==> src/rtl/cr_bmu_pmp_gate_if.sv <==
// Request/response channel between a requester, the PMP gate and the bus
// interface. The gate uses the slave view and the environment the master view.
interface cr_bmu_pmp_gate_if #(
  parameter int ADDR_W = 32,
  parameter int DATA_W = 32
);
  // requester side
  logic              req_vld;
  logic [ADDR_W-1:0] req_addr;
  logic              req_write;
  logic              req_rdy;
  logic              pmp_acc_deny;
  logic              rsp_vld;
  logic              rsp_err;
  logic              rsp_deny;
  logic [DATA_W-1:0] rsp_rdata;
  // bus side
  logic              bus_req_vld;
  logic [ADDR_W-1:0] bus_req_addr;
  logic              bus_req_write;
  logic              bus_req_rdy;
  logic              bus_rsp_vld;
  logic              bus_rsp_err;
  logic [DATA_W-1:0] bus_rsp_rdata;

  modport slave (
    input  req_vld, req_addr, req_write, pmp_acc_deny,
    input  bus_req_rdy, bus_rsp_vld, bus_rsp_err, bus_rsp_rdata,
    output req_rdy, rsp_vld, rsp_err, rsp_deny, rsp_rdata,
    output bus_req_vld, bus_req_addr, bus_req_write
  );

  modport master (
    output req_vld, req_addr, req_write, pmp_acc_deny,
    output bus_req_rdy, bus_rsp_vld, bus_rsp_err, bus_rsp_rdata,
    input  req_rdy, rsp_vld, rsp_err, rsp_deny, rsp_rdata,
    input  bus_req_vld, bus_req_addr, bus_req_write
  );
endinterface

==> src/rtl/cr_bmu_pmp_gate.sv <==
// BMU per-bus PMP gate: forwards permitted transfers to the bus, answers
// denied ones locally with an access-fault response after DENY_LAT cycles,
// and keeps a small fault log (sticky flag, last address, saturating count).
// DENY_LAT must lie in 1..4.
module cr_bmu_pmp_gate #(
  parameter int ADDR_W   = 32,
  parameter int DATA_W   = 32,
  parameter int DENY_LAT = 2
) (
  input  logic              forever_cpuclk,
  input  logic              cpurst,
  cr_bmu_pmp_gate_if.slave  bif,
  input  logic              deny_clr,
  output logic              deny_vld,
  output logic [ADDR_W-1:0] deny_addr,
  output logic [7:0]        deny_cnt
);

  localparam int CNT_W = 3;

  typedef enum logic [1:0] {IDLE, BUS_WAIT, DENY_WAIT} state_t;

  typedef struct packed {
    logic              vld;
    logic              err;
    logic              deny;
    logic [DATA_W-1:0] rdata;
  } rsp_t;

  state_t     state;
  logic [CNT_W-1:0] cnt;
  rsp_t       rsp_q;
  logic       idle;
  logic       deny_acc;

  assign idle     = (state == IDLE);
  assign deny_acc = idle & bif.req_vld & bif.pmp_acc_deny;

  // Handshake outputs are purely state + inputs so they hold in the reset cycle.
  assign bif.req_rdy       = idle & (bif.pmp_acc_deny | bif.bus_req_rdy);
  assign bif.bus_req_vld   = idle & bif.req_vld & ~bif.pmp_acc_deny;
  assign bif.bus_req_addr  = bif.req_addr;
  assign bif.bus_req_write = bif.req_write;

  assign bif.rsp_vld   = rsp_q.vld;
  assign bif.rsp_err   = rsp_q.err;
  assign bif.rsp_deny  = rsp_q.deny;
  assign bif.rsp_rdata = rsp_q.rdata;

  // Transfer FSM with registered response. The synthetic response is
  // registered on the edge where the countdown hits zero, so it appears
  // exactly DENY_LAT cycles after acceptance with the state already IDLE.
  always_ff @(posedge forever_cpuclk) begin
    if (cpurst) begin
      state <= IDLE;
      cnt   <= '0;
      rsp_q <= '0;
    end else begin
      rsp_q <= '0;
      case (state)
        IDLE: begin
          if (bif.req_vld && bif.pmp_acc_deny) begin
            if (DENY_LAT <= 1) begin
              rsp_q <= '{vld: 1'b1, err: 1'b1, deny: 1'b1, rdata: '0};
            end else begin
              state <= DENY_WAIT;
              cnt   <= CNT_W'(DENY_LAT - 1);
            end
          end else if (bif.req_vld && bif.bus_req_rdy) begin
            state <= BUS_WAIT;
          end
        end
        BUS_WAIT: begin
          if (bif.bus_rsp_vld) begin
            rsp_q <= '{vld: 1'b1, err: bif.bus_rsp_err, deny: 1'b0,
                       rdata: bif.bus_rsp_rdata};
            state <= IDLE;
          end
        end
        DENY_WAIT: begin
          cnt <= cnt - CNT_W'(1);
          if (cnt == CNT_W'(1)) begin
            rsp_q <= '{vld: 1'b1, err: 1'b1, deny: 1'b1, rdata: '0};
            state <= IDLE;
          end
        end
        default: state <= IDLE;
      endcase
    end
  end

  // Fault log; a denial in the same cycle as a clear takes priority.
  always_ff @(posedge forever_cpuclk) begin
    if (cpurst) begin
      deny_vld  <= 1'b0;
      deny_addr <= '0;
      deny_cnt  <= '0;
    end else if (deny_acc) begin
      deny_vld  <= 1'b1;
      deny_addr <= bif.req_addr;
      if (deny_clr)
        deny_cnt <= 8'd1;
      else if (deny_cnt != 8'hFF)
        deny_cnt <= deny_cnt + 8'd1;
    end else if (deny_clr) begin
      deny_vld <= 1'b0;
      deny_cnt <= '0;
    end
  end

endmodule

==> src/flat_wrapper.sv <==
// flat-port wrapper written by rule: the top's interface ports become plain ports
module cr_bmu_pmp_gate_flat 
#(
  parameter int ADDR_W   = 32,
  parameter int DATA_W   = 32,
  parameter int DENY_LAT = 2
)
  (forever_cpuclk, cpurst, deny_clr, deny_vld, deny_addr, deny_cnt, bif_req_vld, bif_req_addr, bif_req_write, bif_pmp_acc_deny, bif_bus_req_rdy, bif_bus_rsp_vld, bif_bus_rsp_err, bif_bus_rsp_rdata, bif_req_rdy, bif_rsp_vld, bif_rsp_err, bif_rsp_deny, bif_rsp_rdata, bif_bus_req_vld, bif_bus_req_addr, bif_bus_req_write);
  cr_bmu_pmp_gate_if #(.ADDR_W(ADDR_W), .DATA_W(DATA_W)) bif_i ();
  input  logic forever_cpuclk;
  input  logic cpurst;
  input  logic deny_clr;
  output logic deny_vld;
  output logic [ADDR_W-1:0] deny_addr;
  output logic [7:0] deny_cnt;
  input wire logic [$bits(bif_i.req_vld)-1:0] bif_req_vld;
  input wire logic [$bits(bif_i.req_addr)-1:0] bif_req_addr;
  input wire logic [$bits(bif_i.req_write)-1:0] bif_req_write;
  input wire logic [$bits(bif_i.pmp_acc_deny)-1:0] bif_pmp_acc_deny;
  input wire logic [$bits(bif_i.bus_req_rdy)-1:0] bif_bus_req_rdy;
  input wire logic [$bits(bif_i.bus_rsp_vld)-1:0] bif_bus_rsp_vld;
  input wire logic [$bits(bif_i.bus_rsp_err)-1:0] bif_bus_rsp_err;
  input wire logic [$bits(bif_i.bus_rsp_rdata)-1:0] bif_bus_rsp_rdata;
  output wire logic [$bits(bif_i.req_rdy)-1:0] bif_req_rdy;
  output wire logic [$bits(bif_i.rsp_vld)-1:0] bif_rsp_vld;
  output wire logic [$bits(bif_i.rsp_err)-1:0] bif_rsp_err;
  output wire logic [$bits(bif_i.rsp_deny)-1:0] bif_rsp_deny;
  output wire logic [$bits(bif_i.rsp_rdata)-1:0] bif_rsp_rdata;
  output wire logic [$bits(bif_i.bus_req_vld)-1:0] bif_bus_req_vld;
  output wire logic [$bits(bif_i.bus_req_addr)-1:0] bif_bus_req_addr;
  output wire logic [$bits(bif_i.bus_req_write)-1:0] bif_bus_req_write;
  assign bif_i.req_vld = bif_req_vld;
  assign bif_i.req_addr = bif_req_addr;
  assign bif_i.req_write = bif_req_write;
  assign bif_i.pmp_acc_deny = bif_pmp_acc_deny;
  assign bif_i.bus_req_rdy = bif_bus_req_rdy;
  assign bif_i.bus_rsp_vld = bif_bus_rsp_vld;
  assign bif_i.bus_rsp_err = bif_bus_rsp_err;
  assign bif_i.bus_rsp_rdata = bif_bus_rsp_rdata;
  assign bif_req_rdy = bif_i.req_rdy;
  assign bif_rsp_vld = bif_i.rsp_vld;
  assign bif_rsp_err = bif_i.rsp_err;
  assign bif_rsp_deny = bif_i.rsp_deny;
  assign bif_rsp_rdata = bif_i.rsp_rdata;
  assign bif_bus_req_vld = bif_i.bus_req_vld;
  assign bif_bus_req_addr = bif_i.bus_req_addr;
  assign bif_bus_req_write = bif_i.bus_req_write;
  cr_bmu_pmp_gate #(.ADDR_W(ADDR_W), .DATA_W(DATA_W), .DENY_LAT(DENY_LAT)) u_core (.forever_cpuclk(forever_cpuclk), .cpurst(cpurst), .bif(bif_i), .deny_clr(deny_clr), .deny_vld(deny_vld), .deny_addr(deny_addr), .deny_cnt(deny_cnt));
endmodule
==> config.mk <==
export PLATFORM = sky130hd
export DESIGN_NAME = cr_bmu_pmp_gate_flat
export DESIGN_NICKNAME = d
export VERILOG_FILES = /design/src/rtl/cr_bmu_pmp_gate_if.sv /design/src/rtl/cr_bmu_pmp_gate.sv /design/src/flat_wrapper.sv
export SDC_FILE = /design/constraint.sdc
export NUM_CORES = 1
export LEC_CHECK = 0
export BUFFER_PORTS_ARGS = -buffer_cell sky130_fd_sc_hd__buf_2
export CAP_MARGIN = 5
export CORE_MARGIN = 3
export CORE_UTILIZATION = 47
export DETAILED_ROUTE_END_ITERATION = 6
export HOLD_SLACK_MARGIN = 0.08
export PLACE_DENSITY_LB_ADDON = 0.2
export RECOVER_POWER = 100
export SETUP_SLACK_MARGIN = 0.15
export SLEW_MARGIN = 20
export SYNTH_ARGS = -nofsm -noshare
export SYNTH_HDL_FRONTEND = slang
export SYNTH_SLANG_ARGS = --single-unit
==> constraint.sdc <==
create_clock -name forever_cpuclk -period 4.55 [get_ports forever_cpuclk]
set_clock_uncertainty 0.2 [all_clocks]
set_input_delay 0.2275 -clock forever_cpuclk [delete_from_list [all_inputs] [get_ports forever_cpuclk]]
set_output_delay 0.2275 -clock forever_cpuclk [all_outputs]
set_load 0.01 [all_outputs]
Yosys cells after proc, flatten, opt, wreduce, memory -nomap -nowiden
Index checks and enable logic that the tools add are counted.
{ "classes": {"mux": 16, "add_sub_neg": 2, "n_bitwise": 6, "n_reduce_logical": 9, "eq_ne": 8} }
{ "op_table": {"columns": ["op", "n"], "rows": [
  ["35-bit two-way mux", 2],
  ["35-bit one-hot mux with 2 select lines", 1],
  ["8-bit two-way mux", 4],
  ["8-bit by 1-bit adder with 8-bit output, second input constant", 1],
  ["2-bit two-way mux", 4],
  ["8-bit != test, second input constant", 1],
  ["2-bit one-hot mux with 3 select lines", 1],
  ["3-bit one-hot mux with 2 select lines", 1],
  ["2-bit nonzero test", 3],
  ["1-bit bitwise AND", 4],
  ["2-bit != test, second input constant", 2],
  ["2-bit AND reduction", 2],
  ["3-bit by 1-bit == test with 1-bit output, second input constant", 1],
  ["3-bit two-way mux", 1],
  ["3-bit != test, second input constant", 1],
  ["3-bit AND reduction", 1],
  ["3-bit by 1-bit subtractor with 3-bit output, second input constant", 1],
  ["2-bit by 1-bit == test with 1-bit output, second input constant", 1],
  ["2-bit == test, second input constant", 1],
  ["1-bit logical AND", 2],
  ["2-bit logical NOT", 1],
  ["1-bit two-way mux", 2],
  ["2-bit by 1-bit != test with 1-bit output, second input constant", 1],
  ["1-bit inverter", 1],
  ["1-bit bitwise OR", 1]
]} }
{ "word_totals": {"out_inout_bits": 111, "inputBits": 73, "regBits": 81, "wordCells": 50} }

Depth between registers and ports, before layout
Gate-level depths: netlist of run 1.
{ "depth": {"ltp_word": 5, "ltp_mapped": 8, "depth_no_buf": 5} }

Least setup slack after synthesis of run 1
No wires, ideal clock.
{ "synth_timing": {"path_kind": "reg-to-reg", "from": "register u_core.state[0]", "to": "register u_core.state[0]", "period_less_slack_ps": 1729, "path_slack_ps": 2821, "n_path_buf": 1, "required_ps": 4227, "setup_time_ps": 123, "stages_incl_launch_ff": 6, "arrival_time_ps": 1406, "cell_sequence": "dfxtp_1 > inv_1 > ha_1 > buf_2 > a222oi_1 > mux2_1"} }
{ "synth_between": {"elab_chain_cells": 3, "word_cells_on_any_way": 8, "classes_between": "5 x eq/ne; 1 x mux; 2 x reduce/logical"} }
{ "synth_rtl": {"columns": ["element", "line_no", "rtl"], "rows": [
  ["start: declaration", "cr_bmu_pmp_gate.sv:30", "state_t state;"],
  ["start signal: assignment", "cr_bmu_pmp_gate.sv:55", "state <= IDLE;"],
  ["start signal: assignment", "cr_bmu_pmp_gate.sv:66", "state <= DENY_WAIT;"],
  ["start signal: assignment", "cr_bmu_pmp_gate.sv:70", "state <= BUS_WAIT;"],
  ["2-bit == test, or another cell as far along", "cr_bmu_pmp_gate.sv:60", "case (state)"],
  ["2-bit by 1-bit != test with 1-bit output (no line), or another cell as far along", null, null],
  ["3-bit AND reduction (no line)", null, null]
]} }
Several ways; a longest one is shown, not always the timed one.
A chain may end at the register's enable or synchronous reset.

Worst setup path after layout of run 1
{ "layout_timing": {"from": "register u_core.state[0]", "to": "register u_core.deny_cnt[0]"} }
{ "layout_between": {"elab_chain_cells": 5, "word_cells_on_any_way": 6, "classes_between": "1 x mux; 2 x bitwise; 3 x reduce/logical"} }
{ "layout_rtl": {"columns": ["element", "line_no", "rtl"], "rows": [
  ["2-bit logical NOT (*)", "cr_bmu_pmp_gate.sv:36", "assign idle = (state == IDLE);"],
  ["1-bit bitwise AND (*) (2 in a row)", "cr_bmu_pmp_gate.sv:37", "assign deny_acc = idle & bif.req_vld & bif.pmp_acc_deny;"],
  ["2-bit nonzero test (no line)", null, null],
  ["2-bit AND reduction (no line)", null, null],
  ["end signal: assignment", "cr_bmu_pmp_gate.sv:104", "deny_cnt <= deny_cnt + 8'd1;"],
  ["end: declaration", "cr_bmu_pmp_gate.sv:16", "output logic [7:0] deny_cnt"]
]} }
Every way passes the cells marked *; elsewhere a longest branch is shown, timed or not.

==> metrics.csv, run 1 <==
metric,value,unit
timing.rr.end,u_core.deny_cnt[0],
slew-limit-headroom,-0.260,
yosysTopAreaCell,dfxtp_1,
synth_area,3150,um^2
ys_async_sr_fraction,0,
cp-start-kind,register,
cellLeakagePower,1.84,nW
tns,0,ns
worstPathArrival,2.86,ns
final_max_slew_viol_count,44,
hpwl,5720,um
yosys_warnings,0,
ys_ff_latch,81,
diodes,0,
hold_path_startpoint,bif_pmp_acc_deny,
initial_utilization,0.491,
violations,"max-capacitance violations, max-slew violations",
die_w,87.9,um
stdcell_area,4560,um^2
die_area,7720,um^2
core_area,6420,um^2
dpl-instance-area,3830,um^2
grt_max_degree,44,
reg2regPathDepth,5,
rows,29,
htree_levels,3,
grt_pass1_wl,13900,um
tightest_slew,1.89,ns
drv_cap,1,
drc_errors,0,
cellPowerDensity,344,nW/um^2
io_pins,184,
cts_tree,built,
rsz0062_at_grt,no,
run_status,"finished, violations left",
postRouteAntennaNets,0,
synthCells,349,
fmax,0.344,GHz
cts_sinks,81,
nets,638,
finalCritPeriodShare,0.639,
synth_area_leaders,"dfxtp_1 51%, nand2_1 8.9%, buf_4 8.6%",
hold_depth,4,
cts_resized,0,
fp.dieH,87.9,um
cts_buffers,9,
drtPass1Iterations,4,
end_kind,register,
vias,3108,
routed_via_density,4.85,
syn_to_final_growth,44.6,%
clock_path_buffers,2,
track_usage,0.233,
whs_endpoint,u_core.deny_cnt[7],
drive_above_1_share,0.160,
syn-num-nets,428,
yosysSeqAreaShare,0.514,
hold_viol,0,
postCtsSetupRepairBufs,0,
drt_iter0_drc,117,
cts.clk_slew.worst_paths,0.08,ns
hold_path.class,input pin to register,
grt_pass1_vias,2931,
synth_area_per_cell,9.03,um^2
worstPathRequired,4.50,ns
antenna_found_initial,0,
overflow,0,
period_needed,2.91,ns
port-buffer-count,181,
nFillCells,542,
setup_viol,0,
synth_cell_types,41,
cp-startpoint,u_core.state[0],
wl,9280,um
r2r_slack,1.64,ns
synth_ff_type,dfxtp_1,
wl_per_cell,14.5,um
gp_congestion,0.817,
worstReg2RegStart,u_core.state[0],
root_buffer,clkbuf_8,
ir_drop,0.000202,V
clk_latency,0.34,ns
synth_top_area_share,0.514,
path_class,register to register,
synth_edf_count,0,
critPathMaxFanout,36,
-- worst max path at each step --
stage | to | slack, ns | cells past startpoint
after global placement | u_core.deny_cnt[2] | 1.99 | 5
after CTS | u_core.deny_cnt[1] | 2.18 | 5
after detailed placement | u_core.deny_cnt[3] | 2.21 | 5
final | u_core.deny_cnt[0] | 1.64 | 5
after global routing | u_core.deny_cnt[3] | 1.43 | 5
after floorplan | u_core.state[0] | 2.82 | 5
-- critical path, stage by stage (launching register included) --
cell,delay (ns)
dfxtp_1,0.32
inv_1,0.10
ha_1,0.33
nand3_1,1.01
a21oi_1,0.64
o31ai_1,0.12
-- repair_timing --
action | in CTS | in global routing
endpoints found under the setup margin | 0 | 0
endpoints found under the hold margin | 69 | 0
hold buffers | 67 | 0
-- metrics by stage --
step	utilization	hold slack (ns)	power (mW)	setup WS (ns)	cells
floorplan	-	0.149	0.940	2.82	349
global placement	0.597	0.226	1.02	1.99	558
detailed placement	0.597	0.230	1.02	2.21	558
CTS	0.732	0.179	1.59	2.18	641
global route	0.710	0.197	1.65	1.43	641
finish	0.710	0.210	1.57	1.64	641
-- layer usage --
metal  routed length [um]  vias up  track usage  part of all wire
li1                     -     1536            -                 -
met1                 3460     1437        0.249              0.37
met2                 5000      119        0.435              0.54
met3                  643       16       0.0677             0.069
met4                  176        0       0.0753             0.019
met5                    0        -            0                 0
-- power by group --
part           internal [mW]  switching, mW
Clock                  0.257          0.270
Combinational          0.127          0.153
Sequential             0.743         0.0183
Total                   1.13          0.441
-- area by class of cell --
class                   count  area [um^2]  share of cell area
repair buffers            248         1440               0.315
inverters                  10         37.5             0.00823
flip-flops and latches     81         1620               0.356
well taps                  77         96.3              0.0211
clock inverters             7         76.3              0.0167
clock buffers               9          124              0.0272
multi-input cells         209         1170               0.256
-- state kept, by name (all words and copies together), names as in the netlist --
signal	count
u_core.bif.rsp_vld	1
u_core.deny_addr	32
u_core.deny_cnt	8
u_core.state	2
u_core.bif.rsp_deny	1
u_core.bif.rsp_rdata	32
u_core.deny_vld	1
u_core.cnt	3
u_core.bif.rsp_err	1
-- kinds of logic (layout without fill, tap and decap cells) --
family                   after synthesis  after routing  share of synthesized area
AND/OR/NAND/NOR                      139            139                      0.219
multiplexers                           7              7                     0.0226
adder cells (fa/ha/maj)                6              6                     0.0238
AO/OA/AOI/OAI                         57             57                      0.106
flip-flops                            81             81                      0.514
buffers and inverters                 59            274                      0.114
-- cell usage after synthesis (2+ instances only) --
cell type	count
dfxtp_1	81
nand2_1	75
a21oi_1	37
buf_4	36
and2_1	31
inv_1	10
clkbuf_1	9
ha_1	6
mux2i_1	6
nor2_1	6
o21ai_0	5
nand2b_1	4
and3_1	3
buf_2	3
nand3_1	3
nand4_1	3
and4_1	2
nand3b_1	2
o2111ai_1	2
o21ai_1	2
o31ai_1	2
or3_1	2
-- layout by cell type, fill, tap and decap left out, types with 3 or more instances in the layout --
master,n
clkbuf_1,112
mux2i_1,6
nor2_1,6
inv_1,10
nand3_1,4
nand4_1,3
a21oi_1,37
and2_1,10
o21ai_0,6
nand2_1,75
dfxtp_1,81
buf_2,69
and2_0,21
dlygate4sd3_1,67
nand2b_1,4
ha_1,6
clkbuf_8,9
Note: power is estimated with default switching activity, not from simulation.
==> run 2: changes to the inputs <==
Settings changed: CORE_UTILIZATION 47 to 39.
Clock period 4.55 ns to 2.6 ns, I/O delays scaled along.
==> metrics.csv, run 2 (synthesized netlist as in run 1, its figures left out) <==
metric,value,unit
dp_cells,587,
final_common_cell,clkbuf_1,
nets,660,
tns,0,ns
diodes,0,
timing.rr.end,u_core.deny_cnt[3],
cellPowerDensity,576,nW/um^2
core_area,7770,um^2
path_class,input pin to register,
cp-startpoint,cpurst,
timing.critical_path.buf_inv,5,
clk_latency,0.34,ns
antenna_found_initial,0,
dpl-instance-area,3910,um^2
r2r_slack,0.33,ns
hold_depth,4,
worstPathRequired,2.63,ns
ir_drop,0.000318,V
drc_errors,0,
fin_hold_ws,0.105,ns
power.share.clock,0.331,
wl_per_cell,12.6,um
cts_sinks,81,
run_status,finished clean,
stdcell_area,4820,um^2
drv_cap,0,
die_area,9200,um^2
postRouteAntennaNets,0,
hold_path_startpoint,bif_req_vld,
drive_above_1_share,0.160,
gp_congestion,0.811,
vias,3109,
final_max_slew_viol_count,0,
drtPass1Iterations,4,
tightest_slew,0.602,ns
worst_slack,0.294,ns
grt_pass1_wl,13300,um
slowest_stage,dlygate4sd3_1,
finalCritPeriodShare,0.887,
setup_viol,0,
internal-power,2.03,mW
layout_common_cells,"111 x clkbuf_1, 85 x dlygate4sd3_1, 81 x dfxtp_1",
wl,8670,um
root_buffer,clkbuf_8,
routed_via_density,4.52,
crit_family,buffers and inverters,
whs_endpoint,u_core.deny_cnt[7],
period_needed,2.31,ns
htree_levels,3,
cts_tree,built,
rsz0062_at_grt,no,
slew-limit-headroom,0.598,
worstPathArrival,2.34,ns
end_kind,register,
syn_to_final_growth,52.8,%
reg2regPathDepth,6,
hpwl,5640,um
post-place-ws,0.742,ns
cts_resized,0,
cts.clk_slew.worst_paths,0.08,ns
hold_path.class,input pin to register,
cp-start-kind,input pin,
cp_common_cell,dlygate4sd3_1,
p_switching,0.743,mW
initial_utilization,0.406,
swShare,0.268,
crit_cells,6,
postCtsSetupRepairBufs,0,
drt_iter0_drc,78,
rows,32,
fin_cells,688,
cellLeakagePower,1.98,nW
port-buffer-count,181,
grt_max_degree,38,
cts_buffers,9,
crit_path_cell_trace,dlygate4sd3_1 -> buf_2 -> buf_4 -> inv_1 -> and4_1 -> dlygate4sd3_1,
fp.dieH,95.9,um
worstReg2RegStart,u_core.state[0],
hold_buffers,85,
seqPwrFrac,0.479,
hold_viol,0,
die_w,95.9,um
fmax,0.434,GHz
clock_path_buffers,2,
overflow,0,
grt_pass1_vias,2970,
io_pins,184,
critPathMaxFanout,23,
cpPeakStageDelay,0.54,ns
track_usage,0.184,
combPwrFrac,0.190,
-- run 2: power groups by stage --
stage,combinational (mW),sequential (mW),clock [mW]
floorplan,0.265,1.38,0
global placement,0.435,1.36,0
detailed placement,0.443,1.36,0
CTS,0.547,1.33,0.953
global route,0.588,1.34,0.998
finish,0.528,1.33,0.918
-- run 2: tightest hold or removal path, cell delays in order --
cell and delay, ns:
buf_2 0.14, nand4_1 0.15, nor3_1 0.07, mux2i_1 0.11
-- run 2: cell type report --
| class | instances | area [um^2] |
|---|---|---|
| fill | 707 | 2950 |
| inverter | 10 | 37.5 |
| tap | 102 | 128 |
| clock inverter | 5 | 63.8 |
| clock buffer | 11 | 141 |
| timing repair buffer | 270 | 1660 |
| sequential | 81 | 1620 |
| multi-input combinational | 209 | 1160 |
-- run 2: how the worst max path moves through the flow --
stage	to
after detailed placement	u_core.bif.rsp_rdata[14]
after floorplan	u_core.state[0]
after global routing	u_core.deny_addr[0]
after CTS	u_core.bif.rsp_rdata[3]
final	u_core.bif.rsp_rdata[3]
after global placement	u_core.bif.rsp_rdata[15]
-- run 2: routing by layer --
metal / vias to the layer above / GRT usage / share of wire
met5: - / 0 / 0
li1: 1576 / - / -
met4: 0 / 0.0723 / 0.012
met3: 9 / 0.0579 / 0.10
met1: 1389 / 0.198 / 0.39
met2: 135 / 0.334 / 0.49
-- run 2: through the flow --
step | utilization | power (mW)
after global placement | 0.503 | 1.79
after floorplan | - | 1.65
after detailed placement | 0.503 | 1.80
final | 0.620 | 2.78
after CTS | 0.639 | 2.83
after global routing | 0.620 | 2.92
